--- config.mk ---
export PLATFORM = sky130hd
export DESIGN_NAME = amo_unit
export DESIGN_NICKNAME = d
export VERILOG_FILES = /design/src/rtl/amo_unit.sv
export SDC_FILE = /design/constraint.sdc
export NUM_CORES = 1
export LEC_CHECK = 0
export ABC_AREA = 1
export ABC_CLOCK_PERIOD_IN_PS = 2600
export CAP_MARGIN = 0
export CELL_PAD_IN_SITES_DETAIL_PLACEMENT = 0
export CELL_PAD_IN_SITES_GLOBAL_PLACEMENT = 1
export CORE_MARGIN = 3
export CORE_UTILIZATION = 38
export CTS_CLUSTER_SIZE = 16
export DETAILED_ROUTE_END_ITERATION = 10
export PLACE_DENSITY_LB_ADDON = 0.15
export SKIP_LAST_GASP = 1
export SYNTH_ARGS = -nofsm -noshare
export SYNTH_HDL_FRONTEND = slang
export SYNTH_SLANG_ARGS = --single-unit
--- constraint.sdc ---
create_clock -name iCLK -period 2.6 [get_ports iCLK]
set_input_delay 0.78 -clock iCLK [delete_from_list [all_inputs] [get_ports iCLK]]
set_output_delay 0.78 -clock iCLK [all_outputs]
set_load 0.005 [all_outputs]
--- src/rtl/amo_unit.sv ---
// RV32A read-modify-write engine: LR.W / SC.W / AMO*.W with a single snooped reservation.
// Define AMO_MINMAX_EN to build AMOMIN/AMOMAX/AMOMINU/AMOMAXU; otherwise those encodings are illegal.
module amo_unit #(
    parameter int RD_LAT = 1
) (
    input  logic        iCLK,
    input  logic        iRST_N,
    input  logic        iSTART,
    input  logic [4:0]  iFUNCT5,
    input  logic [31:0] iRS1,
    input  logic [31:0] iRS2,
    output logic        oBUSY,
    output logic        oDONE,
    output logic [31:0] oRESULT,
    output logic        oMISALIGN,
    output logic        oILLEGAL,
    input  logic        iST_WR,
    input  logic [7:0]  iST_ADDR,
    output logic        oRAM_CE,
    output logic        oRAM_RD,
    output logic        oRAM_WR,
    output logic [7:0]  oRAM_ADDR,
    output logic [31:0] oRAM_DATA_WR,
    input  logic [31:0] iRAM_DATA_RD
);

    typedef enum logic [2:0] {IDLE, RD, WAIT, WR, DONE} stateT;
    typedef enum logic [3:0] {
        OP_ADD, OP_SWAP, OP_LR, OP_SC, OP_XOR, OP_AND, OP_OR,
        OP_MIN, OP_MAX, OP_MINU, OP_MAXU, OP_BAD
    } opT;

    localparam int CntW = (RD_LAT > 1) ? $clog2(RD_LAT) : 1;

    stateT            state;
    opT               opReg, startOp;
    logic [7:0]       addrReg;
    logic [31:0]      rs2Reg, oldReg, amoNew;
    logic [CntW-1:0]  waitCnt;
    logic             resValid;
    logic [7:0]       resAddr;
    logic             scPass, snoopHitRes;

    // NOTE: every variable gets a default before the case so no path leaves it unassigned (no latch).
    always_comb begin
        startOp = OP_BAD;
        case (iFUNCT5)
            5'b00000: startOp = OP_ADD;
            5'b00001: startOp = OP_SWAP;
            5'b00010: startOp = OP_LR;
            5'b00011: startOp = OP_SC;
            5'b00100: startOp = OP_XOR;
            5'b01100: startOp = OP_AND;
            5'b01000: startOp = OP_OR;
`ifdef AMO_MINMAX_EN
            5'b10000: startOp = OP_MIN;
            5'b10100: startOp = OP_MAX;
            5'b11000: startOp = OP_MINU;
            5'b11100: startOp = OP_MAXU;
`endif
            default:  startOp = OP_BAD;
        endcase
    end

    // New memory value from the word arriving in the last WAIT cycle; ties keep the old word.
    always_comb begin
        amoNew = rs2Reg;
        case (opReg)
            OP_ADD:  amoNew = iRAM_DATA_RD + rs2Reg;
            OP_XOR:  amoNew = iRAM_DATA_RD ^ rs2Reg;
            OP_AND:  amoNew = iRAM_DATA_RD & rs2Reg;
            OP_OR:   amoNew = iRAM_DATA_RD | rs2Reg;
`ifdef AMO_MINMAX_EN
            OP_MIN:  amoNew = ($signed(rs2Reg) < $signed(iRAM_DATA_RD)) ? rs2Reg : iRAM_DATA_RD;
            OP_MAX:  amoNew = ($signed(rs2Reg) > $signed(iRAM_DATA_RD)) ? rs2Reg : iRAM_DATA_RD;
            OP_MINU: amoNew = (rs2Reg < iRAM_DATA_RD) ? rs2Reg : iRAM_DATA_RD;
            OP_MAXU: amoNew = (rs2Reg > iRAM_DATA_RD) ? rs2Reg : iRAM_DATA_RD;
`endif
            default: amoNew = rs2Reg;
        endcase
    end

    assign snoopHitRes = iST_WR && (iST_ADDR == resAddr);
    assign scPass      = resValid && !snoopHitRes && (resAddr == iRS1[9:2]);

    // NOTE: sequential state uses non-blocking assignments only, so every read sees pre-edge values.
    always_ff @(posedge iCLK or negedge iRST_N) begin
        if (!iRST_N) begin
            state        <= IDLE;
            opReg        <= OP_BAD;
            addrReg      <= '0;
            rs2Reg       <= '0;
            oldReg       <= '0;
            waitCnt      <= '0;
            resValid     <= 1'b0;
            resAddr      <= '0;
            oBUSY        <= 1'b0;
            oDONE        <= 1'b0;
            oRESULT      <= '0;
            oMISALIGN    <= 1'b0;
            oILLEGAL     <= 1'b0;
            oRAM_CE      <= 1'b0;
            oRAM_RD      <= 1'b0;
            oRAM_WR      <= 1'b0;
            oRAM_ADDR    <= '0;
            oRAM_DATA_WR <= '0;
        end else begin
            if (snoopHitRes) resValid <= 1'b0;
            case (state)
                IDLE: if (iSTART) begin
                    opReg   <= startOp;
                    addrReg <= iRS1[9:2];
                    rs2Reg  <= iRS2;
                    oBUSY   <= 1'b1;
                    if (iRS1[1:0] != 2'b00) begin
                        state     <= DONE;
                        oDONE     <= 1'b1;
                        oMISALIGN <= 1'b1;
                    end else if (startOp == OP_BAD) begin
                        state    <= DONE;
                        oDONE    <= 1'b1;
                        oILLEGAL <= 1'b1;
                    end else if (startOp == OP_SC) begin
                        resValid <= 1'b0;
                        if (scPass) begin
                            state        <= WR;
                            oRAM_CE      <= 1'b1;
                            oRAM_WR      <= 1'b1;
                            oRAM_ADDR    <= iRS1[9:2];
                            oRAM_DATA_WR <= iRS2;
                        end else begin
                            state   <= DONE;
                            oDONE   <= 1'b1;
                            oRESULT <= 32'd1;
                        end
                    end else begin
                        state     <= RD;
                        oRAM_CE   <= 1'b1;
                        oRAM_RD   <= 1'b1;
                        oRAM_ADDR <= iRS1[9:2];
                    end
                end
                RD: begin
                    state   <= WAIT;
                    oRAM_RD <= 1'b0;
                    waitCnt <= CntW'(RD_LAT - 1);
                end
                WAIT: if (waitCnt == '0) begin
                    oldReg <= iRAM_DATA_RD;
                    if (opReg == OP_LR) begin
                        state     <= DONE;
                        oRAM_CE   <= 1'b0;
                        oRAM_ADDR <= '0;
                        oDONE     <= 1'b1;
                        oRESULT   <= iRAM_DATA_RD;
                    end else begin
                        state        <= WR;
                        oRAM_WR      <= 1'b1;
                        oRAM_DATA_WR <= amoNew;
                    end
                end else begin
                    waitCnt <= waitCnt - 1'b1;
                end
                WR: begin
                    state        <= DONE;
                    oRAM_CE      <= 1'b0;
                    oRAM_WR      <= 1'b0;
                    oRAM_ADDR    <= '0;
                    oRAM_DATA_WR <= '0;
                    oDONE        <= 1'b1;
                    oRESULT      <= (opReg == OP_SC) ? 32'd0 : oldReg;
                end
                DONE: begin
                    state     <= IDLE;
                    oBUSY     <= 1'b0;
                    oDONE     <= 1'b0;
                    oRESULT   <= '0;
                    oMISALIGN <= 1'b0;
                    oILLEGAL  <= 1'b0;
                    // The reservation is armed on leaving DONE so a snoop in the DONE cycle still kills it.
                    if (opReg == OP_LR && !oMISALIGN) begin
                        resAddr  <= addrReg;
                        resValid <= !(iST_WR && (iST_ADDR == addrReg));
                    end
                end
                default: state <= IDLE;
            endcase
        end
    end

endmodule

==> metrics, run 1 <==
run status=complete, no violations; met3 layer wire length in the routed design=around 1900 um; wire length of the first global-routing pass=about 60000 um; antenna violations before repair=0; combined area of all synthesized cells=0.0113 mm^2; layout-stage area growth over the synthesis result=38.9%; WP data arrival=~2.9 ns; non-filler instance count after layout=between 2000 and 2500; Worst-path clk slew=~0.080 ns; Cells after Synth=around 1700; total CTS buffers=17; top library cells by usage in the layout, fill and taps aside=489 x sky130_fd_sc_hd__nand2_1, 268 x sky130_fd_sc_hd__inv_1, 164 x sky130_fd_sc_hd__dfrtp_1; total of fill cells in the finished design=between 2000 and 3000; stages on the worst setup path=17; sequential share of the synthesized area=0.372; detailed-route wire length on metal 1=~19000 um; Avg Synthesized Cell Area=between 6 and 7 um^2; total power density per cell area=~1000 mW/mm^2; final setup violation count=0; standard-cell row count=just over 60; number of synthesized register bits=roughly 170; delay-heaviest family, CP=simple AND/OR/NAND/NOR gates; worst hold-check path type=in2async; Detailed Routing Iterations Pass 1=6; critical path fanouts, max=4; mux share of post-synthesis cell area=0.00400; Worst-Skew Late Latency=0.45 ns; overall power of the completed layout=0.0161 W; antenna violation net count after detailed routing=0; area of the die=0.0317 mm^2; Fin Clk Skew=approximately 0.020 ns; vias in the first global route=between 10000 and 15000; Compound-Gate Fraction of Synth Area=0.156; wire length on met2=~17000 um; most frequent standard cell in the layout excluding fill and tap cells=sky130_fd_sc_hd__nand2_1; total detailed-routing wirelength=38400 um; crit path launch type=input pin; cell depth of the worst flop-to-flop path=8; dominant cell type by count on the critical path=sky130_fd_sc_hd__nand2_1; maximum number of pins on one net before global-route repair=75; area share of the leading cell type in the synthesized netlist=0.365; Period minus WS final=~2.5 ns; critical path buffer and inverter count=4; total internal power=about 0.009 W; basic-gate share of the synthesized area counting and, or, nand and nor cells=0.266; die height=178 um; Final Slew Violations=0; total of hold buffers inserted after clock tree synthesis=0; adder-cell share of the synthesized area=0.0729; share of the cycle needed by the critical path after routing=0.963; biggest area contributors in the synthesized netlist=sky130_fd_sc_hd__dfrtp_1 36%, sky130_fd_sc_hd__nand2_1 17%, sky130_fd_sc_hd__inv_1 9.1%, sky130_fd_sc_hd__ha_1 7.1%, sky130_fd_sc_hd__o21ai_0 6.2%; Detail Placement HPWL=around 29000 um; Die X-Extent=178 um; starting utilization of the core area=0.389; worst supply voltage drop on vdd=approximately 0.00043 V; final setup TNS=0 ns; count of distinct cell types in the synthesized netlist=between 40 and 50; sw frac=0.437; number of antenna cells inserted=0; via count=roughly 11000; biggest cell delay along the critical path=between 0.4 and 0.5 ns; power dissipated by switching net loads=~0.007 W; maximum count of clock buffers along a single path=2; final number of hold-violating endpoints=0; worst path cell trace=clkdlybuf4s50_1 > inv_1 > ha_4 > nor2_4 > inv_1 > nand3_1 > nand2_2 > nand2_1 > nand2_1 > buf_4 > nand2_2 > nand2_1 > nand2_1 > nand3_1 > nand2_1 > nand2_1 > a21oi_1; GRT Overall Usage=0.243; Highest Signal Layer=met4; share of post-route cells with drive strength above 1=0.161; number of I/O port buffers=between 150 and 200; post-route core utilization=0.540; violation count after the first detailed-routing iteration=slightly below 800; number of nets produced by synthesis=1834; Required @ worst endpoint=about 3.0 ns; ratio of routed vias to standard cells=just under 5; part of the power in combinational logic=0.557; transition at the pin with the smallest max-transition slack=a little under 0.6 ns; worst relative slew slack=0.601; largest area contributor in the synthesized netlist=sky130_fd_sc_hd__dfrtp_1; average wire per standard cell=16.5 um; synthesized-area fraction occupied by xor and xnor cells=0.0125; fraction of power consumed by the clock network=0.170; DRC viols=0; Crit-path slowest cell=sky130_fd_sc_hd__clkdlybuf4s50_1; placeable core region=between 0.02 and 0.03 mm^2; sinks on the clock net=~170; gp weighted congestion=about 0.9; total placed cells including tap cells=approximately 2300; H-tree levels=4; type of element capturing the critical path=flop; max cap viols=0; Crit Path Class=in2reg; GRT Residual Overflow=0; Clk Tree Root Cell=sky130_fd_sc_hd__clkbuf_16; reported leakage power=8.11 nW; CTS tree=built; achievable clock frequency=0.400 GHz; main combinational cell family by area after synthesis=simple AND/OR/NAND/NOR gates; nets@finish=around 2100; number of top-level design ports=about 190; Yosys Warn Count=0; portion of total power attributed to sequential cells=0.273; setup repair after global routing missed its margin=true
[layout make-up]
| class | count | area, um^2 | area share |
|---|---|---|---|
| multi-input cells | 1150 | 6320 | 0.404 |
| flip-flops and latches | 167 | 4180 | 0.268 |
| repair buffers | 316 | 2970 | 0.190 |
| inverters | 286 | 1070 | 0.0687 |
| well taps | 384 | 480 | 0.0307 |
| clock buffers | 17 | 425 | 0.0272 |
| clock inverters | 15 | 175 | 0.0112 |
[flip-flops by register name, summed over array words and instances, names as in the netlist]
signal        flops
oRAM_DATA_WR     32
oRESULT          32
oldReg           32
rs2Reg           32
addrReg           8
oRAM_ADDR         8
resAddr           8
opReg             4
state             3
oBUSY             1
oDONE             1
oILLEGAL          1
oMISALIGN         1
oRAM_CE           1
oRAM_RD           1
oRAM_WR           1
resValid          1
[path summary, 6_finish.rpt]
| path | start | to | slack [ns] |
|---|---|---|---|
| worst max-delay path | iRAM_DATA_RD[2] | oRAM_DATA_WR[21]$_DFFE_PN0P_ | 0.1 |
| worst min-delay path | iRST_N | oRESULT[5]$_DFFE_PN0P_ | 0.27 |
| min in group iCLK | oRAM_CE$_DFFE_PN0P_ | oRAM_CE$_DFFE_PN0P_ | 0.48 |
| worst max register to register | opReg[0]$_DFFE_PN1P_ | oRAM_DATA_WR[12]$_DFFE_PN0P_ | 0.40 |
| max in group asynchronous | iRST_N | opReg[3]$_DFFE_PN1P_ | 1.67 |
| worst min register to register | oRAM_CE$_DFFE_PN0P_ | oRAM_CE$_DFFE_PN0P_ | 0.48 |
[power by group through the flow]
stage	Combinational [W]	Clock, W	Sequential, W
2_1_floorplan	0.00457	0	0.00433
3_3_place_gp	0.00813	0	0.00440
3_5_place_dp	0.00821	0	0.00442
4_1_cts	0.00833	0.00279	0.00438
5_1_grt	0.0100	0.00289	0.00452
6_report	0.00895	0.00273	0.00438
[through the flow]
step	setup WS [ns]	hold WS, ns	area, um^2
2_1_floorplan	0.183	0.443	11300
3_3_place_gp	-0.573	0.452	14400
3_5_place_dp	-0.648	0.458	14400
4_1_cts	-0.0219	0.276	15100
5_1_grt	-0.0761	0.285	15600
6_report	0.0973	0.272	15600
[logic make-up (layout without fill, tap and decap cells)]
logic type | after synthesis | in the layout
DFF | 167 | 167
adders and majority gates | 65 | 65
muxes | 4 | 4
and+or+nand+nor | 752 | 752
AOI/OAI and AO/OA | 313 | 313
buffers and inverters | 339 | 634
xor gates and xnor gates | 16 | 16
[routing by layer]
metal,vias to the layer above,track usage
li1,5772,-
met1,5289,0.367
met2,256,0.369
met3,37,0.0315
met4,0,0.0576
met5,-,0
[Yosys cell counts (all sizes together)]
master,count
dfstp,3
clkbuf,26
a21oi,51
xor2,11
a2111oi,1
nor3,10
nor2,143
a211oi,24
a32o,1
o21ai,182
buf,27
o41ai,1
o2111ai,1
o31ai,1
o22ai,30
a22o,1
nand2,526
xnor2,5
fa,1
mux2,4
nand3,55
clkinv,1
and2,3
a21boi,7
dfrtp,164
o221ai,2
nand3b,2
a221oi,2
ha,64
nand4,9
o211ai,6
a31oi,2
inv,285
or2,4
a22oi,1
[what timing repair did]
| item | CTS | global route |
|---|---|---|
| setup buffers | 0 | 1 |
| pin swaps | 0 | 12 |
| resized for setup | 25 | 118 |
| cloned | 0 | 0 |
| endpoints found under the setup margin | 22 | 26 |
No activity file was read; power rests on OpenSTA's default activity.
==> run 2: changes to the inputs <==
Settings changed: CELL_PAD_IN_SITES_DETAIL_PLACEMENT 0 to default, CELL_PAD_IN_SITES_GLOBAL_PLACEMENT 1 to default, CORE_UTILIZATION 38 to 53.
==> run 2 against run 1 <==
  * Hold slack better by 0.0092 ns
  * Clock skew is 0.0062 ns lower
  * Die area is 27% lower
  * Sequential power is 1% higher
  * Global-route usage is 8.0 points higher
  * Final cell count is 4.8% lower
  * Sequential cell count stayed put
  * Largest cell class unchanged
==> metrics, run 2 (synthesized netlist as in run 1, its figures left out) <==
run status=complete, no violations; Worst-Skew Late Latency=between 0.4 and 0.5 ns; total power density per cell area=1040 mW/mm^2; worst hold-check path type=in2async; cell depth of the worst flop-to-flop path=15; transition at the pin with the smallest max-transition slack=0.521 ns; Die X-Extent=~150 um; antenna violation net count after detailed routing=0; instance area after placement=0.0143 mm^2; overall power of the completed layout=about 0.016 W; DRC viols=0; ratio of routed vias to standard cells=5.35; final setup violation count=0; gp weighted congestion=0.935; Fin Clk Skew=0.0136 ns; non-filler instance count after layout=approximately 2200; maximum number of pins on one net before global-route repair=between 70 and 80; Period minus WS final=about 2.6 ns; H-tree levels=4; total placed cells including tap cells=about 2200; type of element capturing the critical path=flop; post-route core utilization=0.754; standard-cell row count=between 50 and 60; post-layout instance area=0.0155 mm^2; die height=152 um; wire length of the first global-routing pass=58100 um; Detailed Routing Iterations Pass 1=7; Required @ worst endpoint=around 2.9 ns; GRT Residual Overflow=0; Crit Path Class=in2reg; average wire per standard cell=between 15 and 20 um; max cap viols=0; reported leakage power=8.14 nW; most frequent standard cell in the layout excluding fill and tap cells=sky130_fd_sc_hd__nand2_1; critical path fanouts, max=4; antenna violations before repair=0; CTS tree=built; WP data arrival=around 2.9 ns; layout-stage area growth over the synthesis result=37.8%; top library cells by usage in the layout, fill and taps aside=494 x sky130_fd_sc_hd__nand2_1, 267 x sky130_fd_sc_hd__inv_1, 164 x sky130_fd_sc_hd__dfrtp_1; Clk Tree Root Cell=sky130_fd_sc_hd__clkbuf_16; number of antenna cells inserted=0; Worst-path clk slew=~0.070 ns; nets@finish=2120; share of the cycle needed by the critical path after routing=0.981; violation count after the first detailed-routing iteration=between 800 and 900; GRT Overall Usage=0.323; share of post-route cells with drive strength above 1=0.163; crit path launch type=input pin; final number of hold-violating endpoints=0; starting utilization of the core area=0.547; total CTS buffers=17; Final Slew Violations=0; number of I/O port buffers=around 170; Post-CTS Repair Setup Buffers=0; area of the die=around 0.023 mm^2; sinks on the clock net=roughly 170; maximum count of clock buffers along a single path=2; vias in the first global route=around 11000; setup repair after global routing missed its margin=true; via count=11894; total detailed-routing wirelength=37600 um; final setup TNS=0 ns; worst supply voltage drop on vdd=a little under 0.0006 V; number of top-level design ports=roughly 190; worst relative slew slack=0.649; placeable core region=0.0206 mm^2; achievable clock frequency=0.392 GHz; Detail Placement HPWL=27400 um
[run 2: report_power, final]
part | switching, W | leakage, nW | internal, W
Combinational | 0.00499 | 5.76 | 0.00393
Clock | 0.00121 | 0.304 | 0.00157
Sequential | 0.000729 | 2.08 | 0.00371
[run 2: final timing paths]
check                      slack (ns)                          end                    from
max                              0.05  oRAM_DATA_WR[9]$_DFFE_PN0P_         iRAM_DATA_RD[2]
min                              0.28       oRESULT[4]$_DFFE_PN0P_                  iRST_N
max reg2reg                      0.44  oRAM_DATA_WR[9]$_DFFE_PN0P_   rs2Reg[1]$_DFFE_PN0P_
min reg2reg                      0.48       oRESULT[7]$_DFFE_PN0P_  oRESULT[7]$_DFFE_PN0P_
max in group asynchronous        1.60         opReg[3]$_DFFE_PN1P_                  iRST_N
min in group iCLK                0.48       oRESULT[7]$_DFFE_PN0P_  oRESULT[7]$_DFFE_PN0P_
[run 2: timing repair]
action	4_1_cts	5_1_grt
pin swaps	1	12
setup endpoints to repair	19	27
resized for setup	18	109
hold buffers	0	0
[run 2: metrics by stage]
| step | hold WS (ns) | worst slack [ns] |
|---|---|---|
| 4_1_cts | 0.293 | -0.0401 |
| 6_report | 0.281 | 0.0496 |
| 5_1_grt | 0.297 | -0.0497 |
| 2_1_floorplan | 0.443 | 0.183 |
| 3_5_place_dp | 0.462 | -0.657 |
| 3_3_place_gp | 0.456 | -0.593 |
[run 2: final cells by class]
type,instances,area [um^2]
Clock buffer,18,439
Clock inverter,13,189
Inverter,286,1070
Timing Repair Buffer,320,3020
Sequential cell,167,4180
Fill cell,1641,5060
Multi-Input combinational cell,1150,6260
Tap cell,270,338
[run 2: metal layers]
layer  GRT usage  share of wire  vias to the layer above
met1       0.452           0.44                     5593
met4      0.0656          0.015                        0
li1            -              -                     5777
met2       0.518           0.46                      471
met3      0.0744          0.084                       53
met5           0              0                        -
[run 2: worst max-delay path, stage by stage]
cell and delay [ns]:
sky130_fd_sc_hd__clkdlybuf4s50_1 0.45, sky130_fd_sc_hd__buf_4 0.17, sky130_fd_sc_hd__ha_2 0.22, sky130_fd_sc_hd__nor2_2 0.12, sky130_fd_sc_hd__nand2_1 0.09, sky130_fd_sc_hd__nand3_1 0.09
sky130_fd_sc_hd__nand2_2 0.10, sky130_fd_sc_hd__nand2_1 0.09, sky130_fd_sc_hd__nand2_2 0.10, sky130_fd_sc_hd__o21ai_0 0.19, sky130_fd_sc_hd__nand2_1 0.08, sky130_fd_sc_hd__nand2_1 0.07
sky130_fd_sc_hd__nand2_1 0.11, sky130_fd_sc_hd__nand2_1 0.14, sky130_fd_sc_hd__nand2_1 0.07
